File: config.mk
export PLATFORM = sky130hd
export DESIGN_NAME = bch_serial_codec_flat
export DESIGN_NICKNAME = d
export VERILOG_FILES = /design/src/rtl/bch_pkg.sv /design/src/rtl/bch_serial_codec_if.sv /design/src/rtl/bch_lfsr_step.sv /design/src/rtl/bch_serial_codec.sv /design/src/flat_wrapper.sv
export SDC_FILE = /design/constraint.sdc
export NUM_CORES = 1
export LEC_CHECK = 0
export ABC_AREA = 1
export CORE_ASPECT_RATIO = 0.75
export CORE_MARGIN = 2
export CORE_UTILIZATION = 55
export CTS_BUF_LIST = sky130_fd_sc_hd__clkbuf_4
export CTS_CLUSTER_SIZE = 10
export DETAILED_ROUTE_END_ITERATION = 8
export PLACE_DENSITY = 0.85
export SLEW_MARGIN = 10
export SYNTH_ARGS = -nofsm -noshare
export SYNTH_HDL_FRONTEND = slang
export SYNTH_SLANG_ARGS = --single-unit
export TNS_END_PERCENT = 100
File: constraint.sdc
create_clock -name clk -period 1.5 [get_ports clk]
set_input_delay 0.3 -clock clk [delete_from_list [all_inputs] [get_ports clk]]
set_output_delay 0.3 -clock clk [all_outputs]
set_load 0.005 [all_outputs]
File: src/rtl/bch_pkg.sv
// Shared types and default (15,7) code constants for the serial BCH codec family.
package bch_pkg;

  typedef enum logic {
    MODE_ENCODE = 1'b0,
    MODE_CHECK  = 1'b1
  } mode_e;

  typedef enum logic [1:0] {
    IDLE  = 2'd0,
    SHIFT = 2'd1,
    DONE  = 2'd2
  } state_e;

  localparam int         BCH15_K   = 7;
  localparam int         BCH15_R   = 8;
  localparam logic [7:0] BCH15_GEN = 8'hD1;

endpackage

File: src/rtl/bch_serial_codec_if.sv
// Word-level valid/ready bus of the serial BCH codec: input word side and result side.
interface bch_serial_codec_if #(
  parameter int N = 15,
  parameter int R = 8
);
  logic         mode_i;
  logic         in_valid;
  logic         in_ready;
  logic [N-1:0] in_data;
  logic         out_valid;
  logic         out_ready;
  logic [N-1:0] out_data;
  logic [R-1:0] out_syndrome;
  logic         out_error;
  logic         busy;

  modport master (
    output mode_i, in_valid, in_data, out_ready,
    input  in_ready, out_valid, out_data, out_syndrome, out_error, busy
  );

  modport slave (
    input  mode_i, in_valid, in_data, out_ready,
    output in_ready, out_valid, out_data, out_syndrome, out_error, busy
  );
endinterface

File: src/rtl/bch_lfsr_step.sv
// One-bit step of the generator-polynomial LFSR, shared by the serial and future bit-parallel codecs.
module bch_lfsr_step
  import bch_pkg::*;
#(
  parameter int            R        = BCH15_R,
  parameter logic [R-1:0]  GEN_MASK = R'(BCH15_GEN)
) (
  input  mode_e          mode,
  input  logic           bit_i,
  input  logic [R-1:0]   rem_in,
  output logic [R-1:0]   rem_out
);

  logic         fb;
  logic [R-1:0] shifted;

  // ENCODE premultiplies by x^R (bit enters at the feedback); CHECK feeds the bit into the LSB.
  always_comb begin
    shifted = rem_in << 1;
    fb      = bit_i ^ rem_in[R-1];
    if (mode == MODE_CHECK) begin
      shifted[0] = bit_i;
      fb         = rem_in[R-1];
    end
    rem_out = shifted ^ (fb ? GEN_MASK : '0);
  end

endmodule

File: src/rtl/bch_serial_codec.sv
// Serial BCH codec: one LFSR bit per clock; ENCODE produces parity, CHECK produces c(x) mod g(x).
module bch_serial_codec
  import bch_pkg::*;
#(
  parameter int           K        = BCH15_K,
  parameter int           R        = BCH15_R,
  parameter logic [R-1:0] GEN_MASK = R'(BCH15_GEN)
) (
  input logic              clk,
  input logic              rst_n,
  bch_serial_codec_if.slave bus
);

  localparam int            N       = K + R;
  localparam int            CW      = $clog2(N + 1);
  localparam logic [CW-1:0] CNT_ENC = CW'(K);
  localparam logic [CW-1:0] CNT_CHK = CW'(N);

  state_e        state, state_nxt;
  mode_e         mode_q;
  mode_e         mode_in;
  logic [N-1:0]  shreg, word_q, out_data_q;
  logic [R-1:0]  rem, rem_nxt, syn_q;
  logic [CW-1:0] cnt;
  logic          err_q;
  logic          accept, last;

  bch_lfsr_step #(.R(R), .GEN_MASK(GEN_MASK)) u_step (
    .mode   (mode_q),
    .bit_i  (shreg[N-1]),
    .rem_in (rem),
    .rem_out(rem_nxt)
  );

  assign mode_in = mode_e'(bus.mode_i);
  assign accept  = bus.in_valid && (state == IDLE);
  assign last    = (state == SHIFT) && (cnt == CW'(1));

  always_ff @(posedge clk or negedge rst_n) begin
    if (!rst_n) state <= IDLE;
    else        state <= state_nxt;
  end

  always_comb begin
    state_nxt        = state;
    bus.in_ready     = (state == IDLE);
    bus.busy         = (state != IDLE);
    bus.out_valid    = (state == DONE);
    bus.out_data     = out_data_q;
    bus.out_syndrome = syn_q;
    bus.out_error    = err_q;
    unique case (state)
      IDLE:    if (bus.in_valid)  state_nxt = SHIFT;
      SHIFT:   if (last)          state_nxt = DONE;
      DONE:    if (bus.out_ready) state_nxt = IDLE;
      default:                    state_nxt = IDLE;
    endcase
  end

  // Datapath: load on accept, shift MSB-first, capture the result on the final bit.
  always_ff @(posedge clk or negedge rst_n) begin
    if (!rst_n) begin
      mode_q     <= MODE_ENCODE;
      shreg      <= '0;
      word_q     <= '0;
      rem        <= '0;
      cnt        <= '0;
      out_data_q <= '0;
      syn_q      <= '0;
      err_q      <= 1'b0;
    end else if (accept) begin
      mode_q <= mode_in;
      word_q <= bus.in_data;
      rem    <= '0;
      if (mode_in == MODE_CHECK) begin
        shreg <= bus.in_data;
        cnt   <= CNT_CHK;
      end else begin
        shreg <= {bus.in_data[K-1:0], {R{1'b0}}};
        cnt   <= CNT_ENC;
      end
    end else if (state == SHIFT) begin
      shreg <= shreg << 1;
      rem   <= rem_nxt;
      cnt   <= cnt - CW'(1);
      if (last) begin
        syn_q      <= rem_nxt;
        err_q      <= (mode_q == MODE_CHECK) && (|rem_nxt);
        out_data_q <= (mode_q == MODE_CHECK) ? word_q : {word_q[K-1:0], rem_nxt};
      end
    end
  end

endmodule

File: src/flat_wrapper.sv
// flat-port wrapper written by rule: the top's interface ports become plain ports
module bch_serial_codec_flat import bch_pkg::*;
#(
  parameter int           K        = BCH15_K,
  parameter int           R        = BCH15_R,
  parameter logic [R-1:0] GEN_MASK = R'(BCH15_GEN)
)
  (clk, rst_n, bus_mode_i, bus_in_valid, bus_in_data, bus_out_ready, bus_in_ready, bus_out_valid, bus_out_data, bus_out_syndrome, bus_out_error, bus_busy);
  bch_serial_codec_if #(.N((K + R)), .R(R)) bus_i ();
  input logic clk;
  input logic rst_n;
  input wire logic [$bits(bus_i.mode_i)-1:0] bus_mode_i;
  input wire logic [$bits(bus_i.in_valid)-1:0] bus_in_valid;
  input wire logic [$bits(bus_i.in_data)-1:0] bus_in_data;
  input wire logic [$bits(bus_i.out_ready)-1:0] bus_out_ready;
  output wire logic [$bits(bus_i.in_ready)-1:0] bus_in_ready;
  output wire logic [$bits(bus_i.out_valid)-1:0] bus_out_valid;
  output wire logic [$bits(bus_i.out_data)-1:0] bus_out_data;
  output wire logic [$bits(bus_i.out_syndrome)-1:0] bus_out_syndrome;
  output wire logic [$bits(bus_i.out_error)-1:0] bus_out_error;
  output wire logic [$bits(bus_i.busy)-1:0] bus_busy;
  assign bus_i.mode_i = bus_mode_i;
  assign bus_i.in_valid = bus_in_valid;
  assign bus_i.in_data = bus_in_data;
  assign bus_i.out_ready = bus_out_ready;
  assign bus_in_ready = bus_i.in_ready;
  assign bus_out_valid = bus_i.out_valid;
  assign bus_out_data = bus_i.out_data;
  assign bus_out_syndrome = bus_i.out_syndrome;
  assign bus_out_error = bus_i.out_error;
  assign bus_busy = bus_i.busy;
  bch_serial_codec #(.K(K), .R(R), .GEN_MASK(GEN_MASK)) u_core (.clk(clk), .rst_n(rst_n), .bus(bus_i));
endmodule
Word-level counts from Yosys, hierarchy flattened
Cells that the tools add are included.
Word-level totals
  output and inout port bits: 27
  input port bits: 20
  word-level logic and storage cells: 44
  register bits: 69
Cells by class
  reductions and logical operators: 9
  add/sub/neg operators: 1
  mux-type cells: 16
  eq/ne operators: 6
  bitwise gates (word level): 3
Operators by type and width (count)
  15-bit two-way mux: 4
  8-bit two-way mux: 3
  4-bit two-way mux: 3
  8-bit OR reduction: 1
  8-bit bitwise XOR: 1
  2-bit two-way mux: 3
  2-bit case mux with 3 select lines: 1
  3-bit AND reduction: 2
  4-bit by 1-bit equality test with 1-bit output (second input constant): 1
  2-bit != test (second input constant): 2
  2-bit nonzero test: 2
  4-bit by 1-bit subtractor with 4-bit output (second input constant): 1
  1-bit logical AND: 3
  2-bit by 1-bit equality test with 1-bit output (second input constant): 1
  2-bit equality test (second input constant): 1
  2-bit zero test: 1
  1-bit two-way mux: 2
  2-bit by 1-bit != test with 1-bit output (second input constant): 1
  1-bit inverter: 1
  1-bit bitwise XOR: 1

Logic depth before layout (Yosys ltp)
  depth after elaboration: 6
  gate-level depth with buffers: 10
  gate-level depth less buffers: 10

Hierarchy
Synthesis repeated with hierarchy kept, for this count alone.
Unflattened totals
  cells, all modules: 395
  area, all modules: 3203.1 um^2
By module, submodules not included
  bch_serial_codec: instances 1, area an instance 3067.9 um^2, sequential area each 1726.7 um^2, cells an instance 367
  bch_lfsr_step: instances 1, area an instance 135.1 um^2, sequential area each 0.0 um^2, cells an instance 28

Least setup slack after synthesis
No wires, ideal clock.
  path kind: register to register
  from: register u_core.cnt[1]
  to: register u_core.out_data_q[7] (netlist: u_core.bus.out_data[7])
  required time: 1.376 ns
  path buffers: 2
  slack: 0.137 ns
  library setup time: 0.124 ns
  period minus slack after synthesis: 1.363 ns
  cell stages (with the launch flop): 10
  arrival time: 1.239 ns
  cells stage by stage: dfrtp_1 > inv_1 > ha_1 > nand2_1 > nor2_1 > nand2_4 > buf_6 > buf_6 > nand2_1 > nand2_1
Between the ends
  cells in the longest elaborated chain, start to end: 3
Ends and longest elaborated chain
  from (decl): RTL line bch_serial_codec.sv:24  | logic [CW-1:0] cnt;
  from (signal assigned): RTL line bch_serial_codec.sv:85  | cnt <= cnt - CW'(1);
  4-bit by 1-bit equality test with 1-bit output: RTL line bch_serial_codec.sv:37  | assign last = (state == SHIFT) && (cnt == CW'(1));
  1-bit logical AND: RTL line bch_serial_codec.sv:37
  3-bit AND reduction (no line)
  to (signal assigned): RTL line bch_serial_codec.sv:89  | out_data_q <= (mode_q == MODE_CHECK) ? word_q : {word_q[K-1:0], rem_nxt};
  to (decl): RTL line bch_serial_codec.sv:22  | logic [N-1:0] shreg, word_q, out_data_q;
Every way passes these cells.
A chain may end at the register's enable or synchronous reset.

Final worst setup path
  from: register u_core.state[1]
  to: output bus_out_valid
Between the ends
  cells in the longest elaborated chain, start to end: 1
Ends and longest elaborated chain
  from (decl): RTL line bch_serial_codec.sv:19  | state_e state, state_nxt;
  from (signal assigned): RTL line bch_serial_codec.sv:41  | else state <= state_nxt;
  2-bit equality test: RTL line bch_serial_codec.sv:48  | bus.out_valid = (state == DONE);
  to (decl): RTL line flat_wrapper.sv:17  | output wire logic [$bits(bus_i.out_valid)-1:0] bus_out_valid;
Every way passes these cells.

==> run metrics <==
root buffer cell clkbuf_4; IO Count between 40 and 50; share of the synthesized area in the top cell type 56.28%; #FFs+latches synth 69; Worst path max stage delay 0.46 ns; Clk pwr share 17.5%; fmax 0.6644 GHz; initial antenna violation count 0; failing checks negative setup slack; IO buf count 46; final WL 7225 um; ANT nets after route 0; largest area contributor in the netlist dfrtp_1; Syn. warnings 0; Sequential Power Share a little under two fifths; DR iter-0 viols 216; Worst EP required 1.20 ns; setup ws final -0.005061 ns; row cnt 23; Top delay family on crit path flip-flops; critical path type flip-flop to primary output; Synth cell types 30; core area 5353 um^2; Placed Cells 466; die footprint 6198 um^2; total grt overflow 0; largest net degree at the start of global routing 70; Critical Path Fanout Max 3; CP Launch Type flip-flop; Initial Utilization 57.32%; Leakage 2.030 nW; Mean Syn Cell Area 8.971 um^2; Area growth syn-to-layout 30.71%; vias in the first global route between 2000 and 3000; Placer Congestion 0.8806; Clock Latency Late Sink 0.42 ns; min-delay worst type input pin to flip-flop; Total Routing Usage GR 25.37%; sequential area share after synthesis 56.28%; Power per Cell Area 2170 nW/um^2; mapped cell area 3068 um^2; worst vdd ir 0.001087 V; Rel. slew slack 76.39%; commonest non-fill, non-tap cell in the layout nand2_1; Inserted Diodes 0; most frequent cells in the layout nand2_1 (104), dfrtp_1 (68), inv_1 (31), buf_4 (27); DR pass1 iterations 5; Place WS -0.02717 ns; Worst-path clk slew 0.12 ns; final setup fails 1; slowest CP cell dfrtp_2; crit end category primary output; outcome finished with violations; via count 2656; Buf/Inv on CP 3; worst slew pin tran 0.3541 ns; Max Clock Skew 0.01194 ns; P_sw roughly 3.3 mW; RSZ-0062 raised after global routing yes; Synth Instances 342; crit path cell chain buf_6, inv_4, nor2_1, clkbuf_2; top cells by area, synth dfrtp_1 (56%), nand2_1 (13%), o21ai_0 (4.6%); maxcap violations 0; Util after Layout roughly three quarters; Critical Path AT 1.21 ns; Tmin final 1.505 ns; Sw Share between 30 and 40%; final cell count without fillers 497; DR DRC count 0; Hold Slack approximately 0.42 ns; first-pass GRT wire length 11960 um; Design Power between 8 and 9 mW; DR vias/cell 5.344; Final period util 100.3%; H-tree Lvls 3; Max clock buf depth 2; Inserted Clock Buffers 9; CTS tree yes; Pint ~5.4 mW; Post-DP HPWL approximately 5000 um; Comb power frac around 45%; final hold violations 0; Chip Width between 90 and 100 um; height of the die 68.68 um; Avg WL per Cell 14.54 um; Sink Count 69; nets between 400 and 500; pins over their slew limit 0; Mapped Nets 364; share of cells above drive strength 1 17.54%
## per-stage QoR
stage / cell area (um^2) / TNS, ns
2_1_floorplan: 3068 / 0
3_3_place_gp: 3687 / 0
3_5_place_dp: 3687 / -0.04875
4_1_cts: 3968 / -0.1062
5_1_grt: 4010 / -0.1746
6_report: 4010 / -0.005061
## flip-flops by register name (all words and copies together) (netlist names)
| signal | count |
|---|---|
| u_core.shreg | 15 |
| u_core.mode_q | 1 |
| u_core.bus.out_error | 1 |
| u_core.rem | 8 |
| u_core.bus.out_data | 15 |
| u_core.cnt | 4 |
| u_core.bus.out_syndrome | 8 |
| u_core.state | 2 |
| u_core.word_q | 15 |
## cell usage after synthesis
cell	number
a21oi_1	9
a22oi_1	7
a2bb2oi_1	7
a31oi_1	7
buf_2	9
buf_4	1
buf_6	3
clkbuf_1	3
dfrtp_1	69
ha_1	2
inv_1	32
inv_2	1
inv_4	2
nand2_1	104
nand2_4	4
nand3_1	8
nand3_2	1
nand4_1	1
nor2_1	21
nor2_2	1
nor2_4	1
o211ai_1	1
o21ai_0	28
o21ai_1	1
o21ai_2	3
o21bai_1	3
o221ai_1	2
o22ai_1	9
o31ai_1	1
xnor2_1	1
## layer usage
layer | vias to the layer above | share of wire, % | GRT usage, %
met3 | 9 | 7.0 | 6.739
met4 | 0 | 0.94 | 9.423
met5 | - | 0 | 0
li1 | 1272 | - | -
met1 | 1263 | 44 | 33.33
met2 | 112 | 48 | 41.73
## final cells by class
type	instances	area, um^2
flip-flops and latches	69	1728
fillers	400	1343
clock buffers	10	75.07
well taps	75	93.84
multi-input cells	222	1146
inverters	35	141.4
clock inverters	6	111.4
repair buffers	80	714.4
## worst paths after layout
path	start	endpoint	slack [ns]	cells after the start
max	u_core.state[1]$_DFFE_PN0P_	bus_out_valid	-0.005	4
min reg2reg	u_core.bus.out_error$_DFFE_PN0P_	u_core.bus.out_error$_DFFE_PN0P_	0.49	2
min	bus_out_ready	u_core.state[1]$_DFFE_PN0P_	0.42	2
min in group asynchronous	rst_n	u_core.bus.out_data[1]$_DFFE_PN0P_	0.43	3
max reg2reg	u_core.state[0]$_DFFE_PN0P_	u_core.shreg[13]$_DFFE_PN0P_	0.06	7
max in group asynchronous	rst_n	u_core.cnt[0]$_DFFE_PN0P_	0.78	3
## power groups by stage
stage	combinational [mW]	clock [mW]	sequential, mW
final	3.92	1.52	3.26
after global routing	4.35	1.61	3.36
after CTS	3.80	1.54	3.23
after detailed placement	3.73	0	3.29
after global placement	3.58	0	3.24
after floorplan	2.24	0	3.20
## worst reg2reg max path, stage by stage, from the launching register on
cell	delay (ns)
dfrtp_1	0.45
nor2_4	0.14
buf_6	0.11
buf_4	0.12
nand2_8	0.08
a21oi_1	0.15
o21ai_0	0.12
a22oi_1	0.18
## cells by family after synthesis
family,share of synthesized area [%]
compound gates,15.82
simple gates,19.17
flops,56.28
xor+xnor,0.2855
fa+ha+maj,0.8155
buf+inv,7.626
## timing repair
action                                  in CTS  in global routing
pin swaps                                    1                  1
gates resized for setup                     40                 16
buffers inserted                            14                  0
endpoints found under the setup margin      28                 22
endpoints found under the hold margin       69                  0
hold buffers                                 1                  0
Power figures use the tool's default switching activity.
